===== src/rtl/cla_seq_adder.sv =====
// Multi-cycle W*N-bit adder that reuses one W-bit carry-lookahead adder per chunk, LSB chunk first.
// Optional subtraction (sub port, B inversion) is enabled by defining CLA_SEQ_SUB_EN.

module carry_lookahead_adder #(
    parameter int W = 4
) (
    input  logic [W-1:0] a,
    input  logic [W-1:0] b,
    input  logic         c_in,
    output logic [W-1:0] s,
    output logic         c_out
);

    logic [W-1:0] g_s;
    logic [W-1:0] p_s;
    logic [W:0]   c_s;
    logic         prod_s;

    // Each carry is a flat sum of generate terms gated by the propagates above them.
    always_comb begin
        g_s    = a & b;
        p_s    = a ^ b;
        c_s    = {(W+1){1'b0}};
        c_s[0] = c_in;
        prod_s = 1'b0;
        for (int i = 0; i < W; i++) begin
            c_s[i+1] = g_s[i];
            prod_s   = p_s[i];
            for (int j = i - 1; j >= 0; j--) begin
                c_s[i+1] = c_s[i+1] | (prod_s & g_s[j]);
                prod_s   = prod_s & p_s[j];
            end
            c_s[i+1] = c_s[i+1] | (prod_s & c_in);
        end
        s     = p_s ^ c_s[W-1:0];
        c_out = c_s[W];
    end

endmodule

module cla_seq_adder #(
    parameter int W = 4,
    parameter int N = 4
) (
    input  logic           clk,
    input  logic           rst_n,
    input  logic           in_valid,
    output logic           in_ready,
    input  logic [W*N-1:0] a,
    input  logic [W*N-1:0] b,
    input  logic           c_in,
`ifdef CLA_SEQ_SUB_EN
    input  logic           sub,
`endif
    output logic           out_valid,
    input  logic           out_ready,
    output logic [W*N-1:0] s,
    output logic           c_out,
    output logic           ovf
);

    localparam int WN = W * N;
    localparam int IW = (N > 1) ? $clog2(N) : 1;
    localparam logic [IW-1:0] IDX_LAST = IW'(N - 1);
    localparam logic [IW-1:0] IDX_ONE  = IW'(1);

    typedef enum logic [1:0] {
        IDLE = 2'd0,
        RUN  = 2'd1,
        DONE = 2'd2
    } state_t;

    state_t        state_q, state_d;
    logic [WN-1:0] a_q, a_d;
    logic [WN-1:0] b_q, b_d;
    logic [WN-1:0] acc_q, acc_d;
    logic [WN-1:0] s_q, s_d;
    logic [IW-1:0] idx_q, idx_d;
    logic          carry_q, carry_d;
    logic          c_out_q, c_out_d;
    logic          ovf_q, ovf_d;
    logic          in_ready_q, in_ready_d;
    logic          out_valid_q, out_valid_d;

    logic [WN-1:0] b_eff_s;
    logic          carry_init_s;
    logic [W-1:0]  add_a_s;
    logic [W-1:0]  add_b_s;
    logic [W-1:0]  add_sum_s;
    logic          add_co_s;

    // Effective B operand and initial carry at accept time.
    always_comb begin
`ifdef CLA_SEQ_SUB_EN
        if (sub) begin
            b_eff_s      = ~b;
            carry_init_s = 1'b1;
        end else begin
            b_eff_s      = b;
            carry_init_s = c_in;
        end
`else
        b_eff_s      = b;
        carry_init_s = c_in;
`endif
    end

    // Chunk selection for the shared adder.
    always_comb begin
        add_a_s = a_q[idx_q*W +: W];
        add_b_s = b_q[idx_q*W +: W];
    end

    carry_lookahead_adder #(.W(W)) u_cla (
        .a     (add_a_s),
        .b     (add_b_s),
        .c_in  (carry_q),
        .s     (add_sum_s),
        .c_out (add_co_s)
    );

    // Next-state logic; the visible sum is only updated when the last chunk completes.
    always_comb begin
        state_d     = state_q;
        a_d         = a_q;
        b_d         = b_q;
        acc_d       = acc_q;
        s_d         = s_q;
        idx_d       = idx_q;
        carry_d     = carry_q;
        c_out_d     = c_out_q;
        ovf_d       = ovf_q;
        in_ready_d  = in_ready_q;
        out_valid_d = out_valid_q;
        case (state_q)
            IDLE: begin
                if (in_valid && in_ready_q) begin
                    a_d        = a;
                    b_d        = b_eff_s;
                    carry_d    = carry_init_s;
                    idx_d      = {IW{1'b0}};
                    acc_d      = {WN{1'b0}};
                    in_ready_d = 1'b0;
                    state_d    = RUN;
                end else begin
                    in_ready_d = 1'b1;
                end
            end
            RUN: begin
                acc_d[idx_q*W +: W] = add_sum_s;
                carry_d             = add_co_s;
                if (idx_q == IDX_LAST) begin
                    s_d         = acc_d;
                    c_out_d     = add_co_s;
                    ovf_d       = (a_q[WN-1] == b_q[WN-1]) && (acc_d[WN-1] != a_q[WN-1]);
                    out_valid_d = 1'b1;
                    state_d     = DONE;
                end else begin
                    idx_d = idx_q + IDX_ONE;
                end
            end
            DONE: begin
                if (out_valid_q && out_ready) begin
                    out_valid_d = 1'b0;
                    in_ready_d  = 1'b1;
                    state_d     = IDLE;
                end else begin
                    out_valid_d = 1'b1;
                end
            end
            default: begin
                out_valid_d = 1'b0;
                in_ready_d  = 1'b1;
                state_d     = IDLE;
            end
        endcase
    end

    // State and output registers.
    always_ff @(posedge clk or negedge rst_n) begin
        if (!rst_n) begin
            state_q     <= IDLE;
            a_q         <= {WN{1'b0}};
            b_q         <= {WN{1'b0}};
            acc_q       <= {WN{1'b0}};
            s_q         <= {WN{1'b0}};
            idx_q       <= {IW{1'b0}};
            carry_q     <= 1'b0;
            c_out_q     <= 1'b0;
            ovf_q       <= 1'b0;
            in_ready_q  <= 1'b1;
            out_valid_q <= 1'b0;
        end else begin
            state_q     <= state_d;
            a_q         <= a_d;
            b_q         <= b_d;
            acc_q       <= acc_d;
            s_q         <= s_d;
            idx_q       <= idx_d;
            carry_q     <= carry_d;
            c_out_q     <= c_out_d;
            ovf_q       <= ovf_d;
            in_ready_q  <= in_ready_d;
            out_valid_q <= out_valid_d;
        end
    end

    assign in_ready  = in_ready_q;
    assign out_valid = out_valid_q;
    assign s         = s_q;
    assign c_out     = c_out_q;
    assign ovf       = ovf_q;

endmodule

===== config.mk =====
export PLATFORM = sky130hd
export DESIGN_NAME = cla_seq_adder
export DESIGN_NICKNAME = d
export VERILOG_FILES = /design/src/rtl/cla_seq_adder.sv
export SDC_FILE = /design/constraint.sdc
export NUM_CORES = 1
export LEC_CHECK = 0
export BUFFER_PORTS_ARGS = -buffer_cell sky130_fd_sc_hd__buf_2
export CAP_MARGIN = 20
export CORE_ASPECT_RATIO = 1.2
export CORE_MARGIN = 1.5
export CORE_UTILIZATION = 51
export DETAILED_ROUTE_END_ITERATION = 10
export GPL_TIMING_DRIVEN = 0
export PLACE_DENSITY = 0.76
export SLEW_MARGIN = 20
export SYNTH_ARGS = -nofsm -noshare
export SYNTH_HDL_FRONTEND = slang
export SYNTH_SLANG_ARGS = --single-unit

===== constraint.sdc =====
create_clock -name clk -period 2.7 [get_ports clk]
set_clock_uncertainty 0.2 [all_clocks]
set_input_delay 0.135 -clock clk [delete_from_list [all_inputs] [get_ports clk]]
set_output_delay 0.135 -clock clk [all_outputs]
set_load 0.02 [all_outputs]

# Yosys cells after proc, flatten, opt, wreduce, memory -nomap -nowiden

Cells that the tools add are included.

Register bits after elaboration: 73
Word-level logic and storage cells: 87
Bits of input ports: 37

Reduce and logical (&&, ||, !) cells: 12
Shift operators: 4
Equality and inequality tests: 9
Mux-type cells: 18
$add $sub $neg: 2
Bitwise gates (word level): 31

Operators with widths:

| operator                | number |
|---|---|
| $neg 4->34              | 1 |
| $shift 4x34->16 const A | 1 |
| $shiftx 4x34->16        | 1 |
| $pmux 16 s2             | 1 |
| $shiftx 16x5->4         | 2 |
| $and 1x1->1             | 16 |
| $bwmux 16               | 1 |
| $mux 16                 | 1 |
| $mux 2                  | 5 |
| $or 1x1->1              | 10 |
| $reduce_and 2->1        | 5 |
| $ne 2x2->1 const B      | 4 |
| $xor 4x4->4             | 2 |
| $pmux 1 s3              | 2 |
| $pmux 2 s3              | 1 |
| $reduce_and 3->1        | 2 |
| $mux 1                  | 5 |
| $and 4x4->4             | 1 |
| $eq 2x2->1 const B      | 2 |
| $pmux 2 s2              | 1 |
| $logic_and 1x1->1       | 3 |
| $add 2x1->2 const B     | 1 |
| $eq 2x1->1 const B      | 1 |
| $logic_not 2->1         | 1 |
| 5 further kinds         | 6 |

# Depth between registers and ports, before layout

Gate-level depths: netlist of the first run.

Depth in word-level cells: 11
Mapped depth: 9

# Modules after synthesis

Synthesis of the first run repeated with hierarchy kept, for this count alone.

Cells, all modules: 299
Area, all modules: 3549.7 sq um

Modules (own cells, without submodules):

| module                | area each (sq um) | cells each | times used | seq. area each (sq um) |
|---|---|---|---|---|
| cla_seq_adder         | 3402.0            | 282        | 1          | 1828.0 |
| carry_lookahead_adder | 147.6             | 17         | 1          | 0.0 |

# Worst setup path after synthesis of the first run

No wires, ideal clock.

Path kind: reg-to-reg
Start point: register idx_q[0]
End point: register ovf_q (netlist: ovf)
Arrival: 2.429 ns
Path slack: 0.003 ns
Setup time: 0.069 ns
Stages on the path, launching flop included: 9
Required time: 2.431 ns
Clock period less this slack: 2.697 ns
Cells stage by stage: dfrtp_1 buf_4 mux4_2 ha_1 a41oi_2 o21ai_4 xor2_2 a211o_1 nand3_1

Cells in the longest elaborated chain, start to end: 11
Elaborated cells between the ends (all ways): 28

RTL lines:

| element                                    | RTL line | source |
|---|---|---|
| start: declaration                         | 78       | `logic [IW-1:0] idx_q, idx_d;` |
| start signal: assignment                   | 187      | `idx_q <= {IW{1'b0}};` |
| start signal: assignment                   | 199      | `idx_q <= idx_d;` |
| $shiftx 16x5->4 (on tied branches)         | 110, 111 |  |
| $xor 4x4->4 or $and 4x4->4 (tied branches) | 22, 21   |  |
| $and 1x1->1 (on tied branches)             | 30, 31   |  |
| $or 1x1->1 (tied with other cells)         | 30       | `c_s[i+1] = c_s[i+1] \| (prod_s & g_s[j]);` |
| $or 1x1->1 or $and 1x1->1 (tied branches)  | 30, 33   |  |
| $or 1x1->1                                 | 33       | `c_s[i+1] = c_s[i+1] \| (prod_s & c_in);` |
| $xor 4x4->4                                | 35       | `s = p_s ^ c_s[W-1:0];` |
| $shiftx 4x34->16                           | 150      | `acc_d[idx_q*W +: W] = add_sum_s;` |
| $bwmux 16                                  | 150      |  |
| $ne 1x1->1                                 | 155      | `ovf_d = (a_q[WN-1] == b_q[WN-1]) && (acc_d[WN-1] != a_q[WN-1]);` |
| $logic_and 1x1->1                          | 155      |  |
| end signal: assignment                     | 202      | `ovf_q <= ovf_d;` |
| end: declaration                           | 81       | `logic ovf_q, ovf_d;` |

Several ways; a longest one is shown, not always the timed one.
A chain may end at the register's enable or synchronous reset.

# Worst setup path after layout of the first run

Same ends and word-level chain as after synthesis.

==> results of run 1 <==
## where the power goes
| part | total [W] | internal (W) | switching [W] |
|---|---|---|---|
| clock | 0.000815 | 0.000418 | 0.000397 |
| sequential | 0.00182 | 0.00155 | 0.000271 |
| combinational | 0.00408 | 0.00174 | 0.00234 |
| total | 0.00672 | 0.00372 | 0.00301 |
## Yosys cell counts, types with 2 or more instances
cell      number
a22oi_1        9
inv_2          2
clkbuf_1       4
nand2_1       39
inv_1         12
xnor2_1        4
o21ai_1       17
mux2_2        33
nor2b_1        4
nor3_1         3
buf_2          6
mux4_2         8
nor2_1         7
o21ai_0       20
dfrtp_1       72
a21oi_1       16
a221oi_1       3
ha_1          14
a211o_1        2
nand3_1        3
## critical path, cell delays in order, from the launching register on
cell	delay, ns
dfrtp_2	0.41
buf_12	0.15
mux4_2	0.54
ha_4	0.34
a21oi_1	0.12
o21ai_4	0.25
xor2_4	0.28
a211o_1	0.16
nand3_1	0.06
## state kept, by name, indices dropped and copies added (netlist names)
register and cells:
b_q 16, ovf 1, c_out 1, a_q 16
out_valid 1, idx_q 2, carry_q 1, s 16
in_ready 1, acc_q 16, state_q 2
## kinds of logic after synthesis
group | after synthesis | share of synthesized area [%]
AOI/OAI and AO/OA | 75 | 12.9
buffers and inverters | 25 | 2.97
adders and majority gates | 15 | 5.52
muxes | 42 | 15.9
DFF | 73 | 51.7
xor gates and xnor gates | 6 | 1.70
and+or+nand+nor | 64 | 9.31
## stage by stage
stage	instances	worst slack, ns	setup TNS, ns	utilization (%)
after detailed placement	444	-0.343	-5.61	58.4
after floorplan	300	0.00251	0	-
final	495	0.0664	0	68.1
after CTS	494	0.0138	0	67.0
after global routing	495	0.00554	0	68.1
after global placement	443	-0.279	-4.20	58.0
## area by class of cell
cell class | instances | area, µm² | share of cell area (%)
buffer | 11 | 66.3 | 1.44
clock inverter | 4 | 45.0 | 0.977
inverter | 14 | 52.6 | 1.14
multi-input combinational | 202 | 1710 | 37.1
clock buffer | 11 | 131 | 2.85
tap | 87 | 109 | 2.36
sequential | 73 | 1830 | 39.7
timing repair buffer | 93 | 666 | 14.4
## metal layers
metal	vias to the layer above	part of all wire (%)
met4	0	3.5
met5	-	0
met2	80	54
li1	1285	-
met1	1329	38
met3	26	4.8
## worst min-delay path by stage
stage	end	slack (ns)	cells past startpoint
2_1_floorplan	a_q[0]	-0.36	0
3_3_place_gp	b_q[10]	0.17	2
3_5_place_dp	s[6]	-0.13	1
4_1_cts	idx_q[1]	0.01	4
5_1_grt	s[6]	0.04	2
6_report	idx_q[1]	0.02	4
## timing repair
action	in CTS	in global routing
hold endpoints to repair	105	0
pin swaps	1	4
buffers inserted	1	1
endpoints found under the setup margin	28	11
resized for setup	11	11
hold buffers	34	0
==> impl_results.md, run 1 <==
- Clock root buffer: clkbuf_8
- Pwr dens: 1460 nW/µm²
- Pins Over Slew Limit: 0
- Setup crit end: ovf
- Min Hold Slack: 0.0197 ns
- Count of cell types in the netlist: 42
- Min Tclk post-route: 2.63 ns
- Syn. warnings: 0
- Yosys top cell area share: 51.0%
- Worst Setup SP: idx_q[0]
- Synth Area per Inst: 11.8 µm²
- Routed wire length: 8.39 mm
- CTS Sinks: 73
- Peak VDD IR: 1030 µV
- Router iterations before antenna repair: 4
- Die height: 94.2 µm
- Final Cell Area: 4610 µm²
- Most common cell after layout, fill and taps aside: dfrtp_1
- Critical Path RT: 2.74 ns
- Met1 usage: 26.2%
- Core region area: 6770 µm²
- Grt ovf: 0
- Tot GR Track Use: 24.7%
- Worst R2R Setup Slack: 0.07 ns
- Relative slew slack: 62.7%
- Critical R2R Capture: ovf
- Maximum clock insertion buffer count: 2
- EDFF count, synth: 0
- Post-synthesis sequential area ratio: 51.7%
- Reg2Reg Depth: 8
- Status: complete, no violations
- Routed Antenna Nets: 0
- Area after DPL: 3960 µm²
- Met2 Track Usage GR: 44.3%
- Residual DRC: 0
- Crit end category: flop
- Starting Density: 52.2%
- Cell Area, Synth: 3540 µm²
- WS Path Type: flop to flop
- Syn_nets: 352
- Most frequent cells in the layout: dfrtp_1, buf_2, nand2_1
- Flops & latches, synth: 73
- Leading area contributor after synthesis: dfrtp_1
- Leak: 2.07 nW
- Die area: 7440 µm²
- Via count: 2720
- Worst R2R Start: idx_q[0]
- Clock latency at the later pin of the worst-skew pair: 0.35 ns
- CTS clock-pin slew for the worst setup and hold paths: 0.07 ns
- Share of flip-flops with an asynchronous set or reset: 100%
- Final setup fails: 0
- Power Total: 0.00672 W
- N_diodes: 0
- First-pass GRT wire length: 13.7 mm
- Max-Cap Viols: 0
- Layout filler cell count: 498
- Via-to-Cell Ratio: 5.49
- Largest net degree at the start of global routing: 50
- Vias in the first global route: 2943
- Slew at the pin with the worst max-slew slack: 0.558 ns
- RSZ-0062 raised after global routing: false
- Starting DRC count in detailed routing: 161
- Layout cells sized above 1: 35.0%
- Site Rows: 33
- Routed wire length per instance: 16.9 µm
- Crit path DAT: 2.67 ns
- Synth Flop Type: dfrtp_1
- CTS H-Tree Depth: 3
- Final net count: 456
- RD Place Congestion: 0.870
- Fmax: 380 MHz
- Hold WC Path Type: input pin to flop
- Met3 Usage GRT: 7.18%
- Worst-path maximum fanout: 10
- Startpoint types: flop
- Worst Min Path Start: in_valid
- Initial antenna violation count: 0
- Fin crit share: 97.5%
- Final hold viol count: 0
- Final HPWL DP: 5.61 mm
- IO buf count: 56
- # IOs: 57
- Area delta synth->final: 30.3%
- Post-Syn Instances: 300
- CTS tree: yes
- Die span in x: 79.0 µm
- Top cells by area, synth: dfrtp_1, mux2_2, mux4_2
- Busiest grt layer: met2
- Total CTS buffers: 9
Power figures use the tool's default switching activity.
==> run 2: changes to the inputs <==
CELL_PAD_IN_SITES_DETAIL_PLACEMENT = 1   (was unset)
CELL_PAD_IN_SITES_GLOBAL_PLACEMENT = 1   (was unset)
CORE_UTILIZATION = 40   (was 51)
PLACE_DENSITY = unset   (was 0.76)
PLACE_DENSITY_LB_ADDON = 0.1   (was unset)
==> run 2 against run 1 <==
Net effect:
- die area grew 26%
- count of clock-buffer cells in the layout stayed put
- wire length grew 6.7%
- fmax shrank 0.13%
- critical path type unchanged
- critical endpoint is now s[14]
==> impl_results.md, run 2 (same netlist as run 1, synthesis figures left out) <==
- Maximum clock insertion buffer count: 2 (unchanged)
- Fin crit share: 97.7% (+0.13 points)
- Pwr dens: 1520 nW/µm² (+4.4%)
- First-pass GRT wire length: 14.8 mm (+7.9%)
- Die height: 106 µm (+13%)
- Crit end category: flop
- Worst-path maximum fanout: 6 (-4)
- CTS tree: yes
- Starting Density: 41.3% (-11 points)
- Residual DRC: 0 (unchanged)
- Grt ovf: 0 (unchanged)
- Crit path DAT: 2.71 ns (+0.04 ns)
- Tot GR Track Use: 20.9% (-3.8 points)
- IO buf count: 56 (unchanged)
- Layout filler cell count: 919 (+85%)
- Relative slew slack: 62.9% (+0.22 points)
- Via count: 2660 (-2.2%)
- RSZ-0062 raised after global routing: true
- CTS Sinks: 73 (unchanged)
- Core region area: 8560 µm² (+26%)
- Min Tclk post-route: 2.64 ns (+0.00356 ns)
- Startpoint types: flop
- Routed wire length per instance: 16.9 µm (-0.16%)
- Fmax: 379 MHz (-0.13%)
- Layout cells sized above 1: 36.4% (+1.4 points)
- Max-Cap Viols: 0 (unchanged)
- CTS H-Tree Depth: 3 (unchanged)
- Largest net degree at the start of global routing: 41 (-18%)
- Slew at the pin with the worst max-slew slack: 0.552 ns (-0.00598 ns)
- Routed wire length: 8.95 mm (+6.7%)
- Clock latency at the later pin of the worst-skew pair: 0.35 ns (about the same)
- WS Path Type: flop to flop
- Final net count: 459 (+0.66%)
- Status: complete, no violations
- RD Place Congestion: 0.790 (-9.3%)
- Router iterations before antenna repair: 4 (unchanged)
- Pins Over Slew Limit: 0 (unchanged)
- Clock root buffer: clkbuf_8
- Site Rows: 37 (+12%)
- Leak: 2.12 nW (+2.3%)
- Fin util: 55.4% (-13 points)
- Final Cell Area: 4750 µm² (+3.0%)
- Die span in x: 88.8 µm (+12%)
- Starting DRC count in detailed routing: 94 (-42%)
- Peak VDD IR: 713 µV (-31%)
- Die area: 9410 µm² (+26%)
- Most frequent cells in the layout: dfrtp_1, buf_2, nand2_1
- Most common cell after layout, fill and taps aside: dfrtp_1
- CTS clock-pin slew for the worst setup and hold paths: 0.08 ns (about the same)
- Final HPWL DP: 6.18 mm (+10%)
- Final setup fails: 0 (unchanged)
- Initial antenna violation count: 0 (unchanged)
- # IOs: 57 (unchanged)
- Area after DPL: 3990 µm² (+0.76%)
- Total CTS buffers: 9 (unchanged)
- Area delta synth->final: 34.2%
- Vias in the first global route: 2928 (-0.51%)
- Hold WC Path Type: input pin to flop
- Critical Path RT: 2.77 ns (+0.03 ns)
- Via-to-Cell Ratio: 5.03 (-8.5%)
- Register area: 1830 µm² (unchanged)
- N_diodes: 0 (unchanged)
- Final hold viol count: 0 (unchanged)
- Area of the multi-input gates: 1730 µm² (+1.1%)
- Routed Antenna Nets: 0 (unchanged)
run 2: changes by cell type in the layout (fill, tap and decap cells not counted), sizes merged:
| cell | before | now |
|---|---|---|
| bufinv | 1 | 3 |
| clkinvlp | 0 | 1 |
| buf | 67 | 69 |
| clkbuf | 14 | 15 |
| clkinv | 3 | 1 |
run 2: per-layer routing:
metal	share of wire [%]	GRT usage, %	vias up
met1	43	26.1	1315
met4	0.86	5.13	0
met2	53	36.4	54
met5	0	0	-
li1	-	-	1284
met3	3.3	4.66	7
run 2: worst max-delay path, cell delays in order, from the launching register on:
cell,delay [ns]
dfrtp_2,0.41
buf_6,0.15
mux4_2,0.55
ha_1,0.35
a21o_1,0.22
a21oi_4,0.21
xnor2_2,0.20
a22oi_1,0.12
o21ai_1,0.15
run 2: layout make-up:
cell class | count | share of cell area (%)
plain buffers | 11 | 1.29
clock buffers | 11 | 2.98
clock inverters | 5 | 2.16
inverters | 14 | 1.11
multi-input cells | 202 | 36.4
flip-flops and latches | 73 | 38.5
well taps | 117 | 3.08
repair buffers | 96 | 14.4
run 2: final timing paths:
| kind | cells after the start | to | slack, ns | start |
|---|---|---|---|---|
| worst max-delay path | 8 | s[14] | 0.06 | idx_q[0] |
| worst min-delay path | 4 | idx_q[1] | 0.04 | in_valid |
| worst max register to register | 8 | s[14] | 0.06 | idx_q[0] |
| worst min register to register | 2 | s[11] | 0.28 | s[11] |
| max in group asynchronous | 3 | b_q[8] | 1.65 | rst_n |
| min in group asynchronous | 2 | s[7] | 0.08 | rst_n |
run 2: repair_timing:
item,in CTS,in global routing
pin swaps,1,3
resized for setup,11,12
buffers inserted,2,3
endpoints found under the setup margin,28,16
gates cloned,0,0
endpoints found under the hold margin,106,0
hold buffers,34,0
run 2: report_power, final:
| group | switching [W] | internal, W | total [W] |
|---|---|---|---|
| Clock | 0.000412 | 0.000638 | 0.00105 |
| Sequential | 0.000263 | 0.00155 | 0.00182 |
| Combinational | 0.00247 | 0.00189 | 0.00436 |
run 2: per-stage QoR:
stage	worst slack (ns)	instances	setup TNS [ns]	total power (W)	hold WS (ns)
finish	0.0628	529	0	0.00723	0.0436
global route	-0.0436	529	-0.127	0.00771	0.0676
CTS	0.00334	526	0	0.00677	0.0288
detailed placement	-0.404	474	-7.30	0.00527	-0.0809
global placement	-0.376	473	-6.36	0.00517	0.167
floorplan	0.00251	300	0	0.00422	-0.361
==> run 3: changes to the inputs <==
--- a/config.mk
+++ b/config.mk
@@ -7,3 +7,2 @@
 export LEC_CHECK = 0
-export BUFFER_PORTS_ARGS = -buffer_cell sky130_fd_sc_hd__buf_2
 export CAP_MARGIN = 20
@@ -13,4 +12,5 @@
 export CORE_MARGIN = 1.5
-export CORE_UTILIZATION = 40
+export CORE_UTILIZATION = 45
 export DETAILED_ROUTE_END_ITERATION = 10
+export DONT_BUFFER_PORTS = 1
 export GPL_TIMING_DRIVEN = 0
--- a/constraint.sdc
+++ b/constraint.sdc
@@ -4,2 +4,2 @@
 set_output_delay 0.135 -clock clk [all_outputs]
-set_load 0.02 [all_outputs]
+set_load 0.1 [all_outputs]
==> run 3 against run 2 <==
Net effect:
- non-clock buffer count is 51 lower
- wire length is 6.3% higher
- highest routed layer unchanged
- global-route usage is 3.2 points higher
- critical path depth stayed put
- cell count is 14% lower
- worst hold slack better by 0.084 ns
- critical endpoint is now ovf
- first-iteration DRC count is 21% higher
- sequential share of layout area is 2.7 points higher
- register-to-register slack better by 0.03 ns
==> impl_results.md, run 3 (same netlist as run 1, synthesis figures left out) <==
- Status: complete, no violations
- Critical Path RT: 2.74 ns (-0.03 ns)
- Clock latency at the later pin of the worst-skew pair: 0.35 ns (about the same)
- Fin crit share: 96.7% (-1.0 points)
- Die area: 8400 µm² (-11%)
- CTS H-Tree Depth: 3 (unchanged)
- Via-to-Cell Ratio: 5.61 (+12%)
- Routed Antenna Nets: 0 (unchanged)
- RSZ-0062 raised after global routing: false
- Worst R2R Start: idx_q[0]
- Most common cell after layout, fill and taps aside: dfrtp_1
- WL met1: 3.60 mm (-6.4%)
- Routed wire length per instance: 21.0 µm (+24%)
- Starting Density: 46.1% (+4.9 points)
- Clock root buffer: clkbuf_8
- Final hold viol count: 0 (unchanged)
- Cells after DPL: 392 (-17%)
- Vias in the first global route: 2795 (-4.5%)
- Critical R2R Capture: ovf
- CTS tree: yes
- Relative slew slack: 38.7% (-24 points)
- First-pass GRT wire length: 15.2 mm (+2.7%)
- Reg2Reg Depth: 8 (unchanged)
- WL met3: 375 µm (+28%)
- Residual DRC: 0 (unchanged)
- # IOs: 57 (unchanged)
- Grt ovf: 0 (unchanged)
- N_diodes: 0 (unchanged)
- Most frequent cells in the layout: dfrtp_1, dlygate4sd3_1, nand2_1
- Core region area: 7660 µm² (-11%)
- Tot GR Track Use: 24.2% (+3.2 points)
- Largest net degree at the start of global routing: 74 (+80%)
- Highest metal used: met4
- Worst R2R Setup Slack: 0.09 ns (+0.03 ns)
- Startpoint types: flop
- Die height: 100 µm (-5.6%)
- Worst-path maximum fanout: 7 (+1)
- Starting DRC count in detailed routing: 114 (+21%)
- Router iterations before antenna repair: 4 (unchanged)
- Pins Over Slew Limit: 0 (unchanged)
- IO buf count: 0 (-100%)
- Layout cells sized above 1: 25.5% (-11 points)
- Via count: 2543 (-4.4%)
- Fmax: 383 MHz (+1.0%)
- Die span in x: 83.9 µm (-5.5%)
- Routed wire length: 9.51 mm (+6.3%)
- Crit end category: flop
- Area delta synth->final: 25.5%
- Final HPWL DP: 5.67 mm (-8.2%)
- Min Tclk post-route: 2.61 ns (-0.0270 ns)
- Slew at the pin with the worst max-slew slack: 0.920 ns (+0.367 ns)
- Maximum clock insertion buffer count: 2 (unchanged)
- Final setup fails: 0 (unchanged)
- WS Path Type: flop to flop
- Total CTS buffers: 9 (unchanged)
- Hold WC Path Type: input pin to async pin
- Met2 routed WL: 5.35 mm (+13%)
- CTS clock-pin slew for the worst setup and hold paths: 0.07 ns (about the same)
- Crit path DAT: 2.65 ns (-0.06 ns)
- Max-Cap Viols: 0 (unchanged)
- CTS Sinks: 73 (unchanged)
- Setup TNS: 0 ns (unchanged)
- Site Rows: 35 (-5.4%)
- Final net count: 408 (-11%)
- Final non-filler cell total: 453 (-14%)
- RD Place Congestion: 0.772 (-2.3%)
- Initial antenna violation count: 0 (unchanged)
[run 3: changes by cell type in the layout (fill, tap and decap cells not counted), sizes merged]
cell,before,now
dlygate4sd3,34,40
clkinvlp,1,0
buf,69,12
bufinv,3,1
clkinv,1,2
clkbuf,15,17
[run 3: what timing repair did]
action,CTS,global route
endpoints found under the hold margin,108,0
buffers inserted,1,3
gates resized for setup,12,11
cloned,0,0
pin swaps,1,6
hold buffers,41,0
endpoints found under the setup margin,30,16
[run 3: worst max-delay path, stage by stage, from the launching register on]
cell and delay, ns:
dfrtp_2 0.40, buf_12 0.14, mux4_2 0.55, ha_4 0.34, inv_2 0.08, o21ai_4 0.28
xor2_4 0.28, a211o_1 0.16, nand3_1 0.06
[run 3: worst max path at each step]
stage          slack [ns]     start   end  cells after the start
3_3_place_gp        -0.39  idx_q[0]  s[2]                      8
3_5_place_dp        -0.42  idx_q[0]  s[2]                      8
6_report             0.09  idx_q[0]   ovf                      8
5_1_grt             0.007  idx_q[0]   ovf                      8
4_1_cts             0.002  idx_q[0]  s[2]                      8
2_1_floorplan      0.0005  idx_q[0]   ovf                      8
[run 3: area by class of cell]
cell class | instances | area (µm²)
Timing Repair Buffer | 45 | 462
Tap cell | 92 | 115
Buffer | 11 | 68.8
Clock inverter | 3 | 40.0
Multi-Input combinational cell | 202 | 1720
Fill cell | 786 | 3230
Sequential cell | 73 | 1830
Inverter | 14 | 52.6
Clock buffer | 13 | 149
[run 3: routing by layer]
layer	GRT usage [%]	vias to the layer above
met2	44.6	59
met4	9.33	0
met5	0	-
li1	-	1181
met1	27.6	1288
met3	4.93	15
[run 3: stage by stage]
step                instance area, µm²  setup slack, ns  hold WS [ns]  util (%)
finish                            4440           0.0898         0.128      57.9
global route                      4440          0.00713         0.167      57.9
CTS                               4350          0.00218         0.159      56.7
detailed placement                3650           -0.424        -0.358      47.6
global placement                  3650           -0.389        -0.358      47.6
floorplan                         3540         0.000460        -0.361         -
Power of run 3 is not shown: default switching activity piles up to over one toggle a cycle in this logic, so the estimate is an artifact.
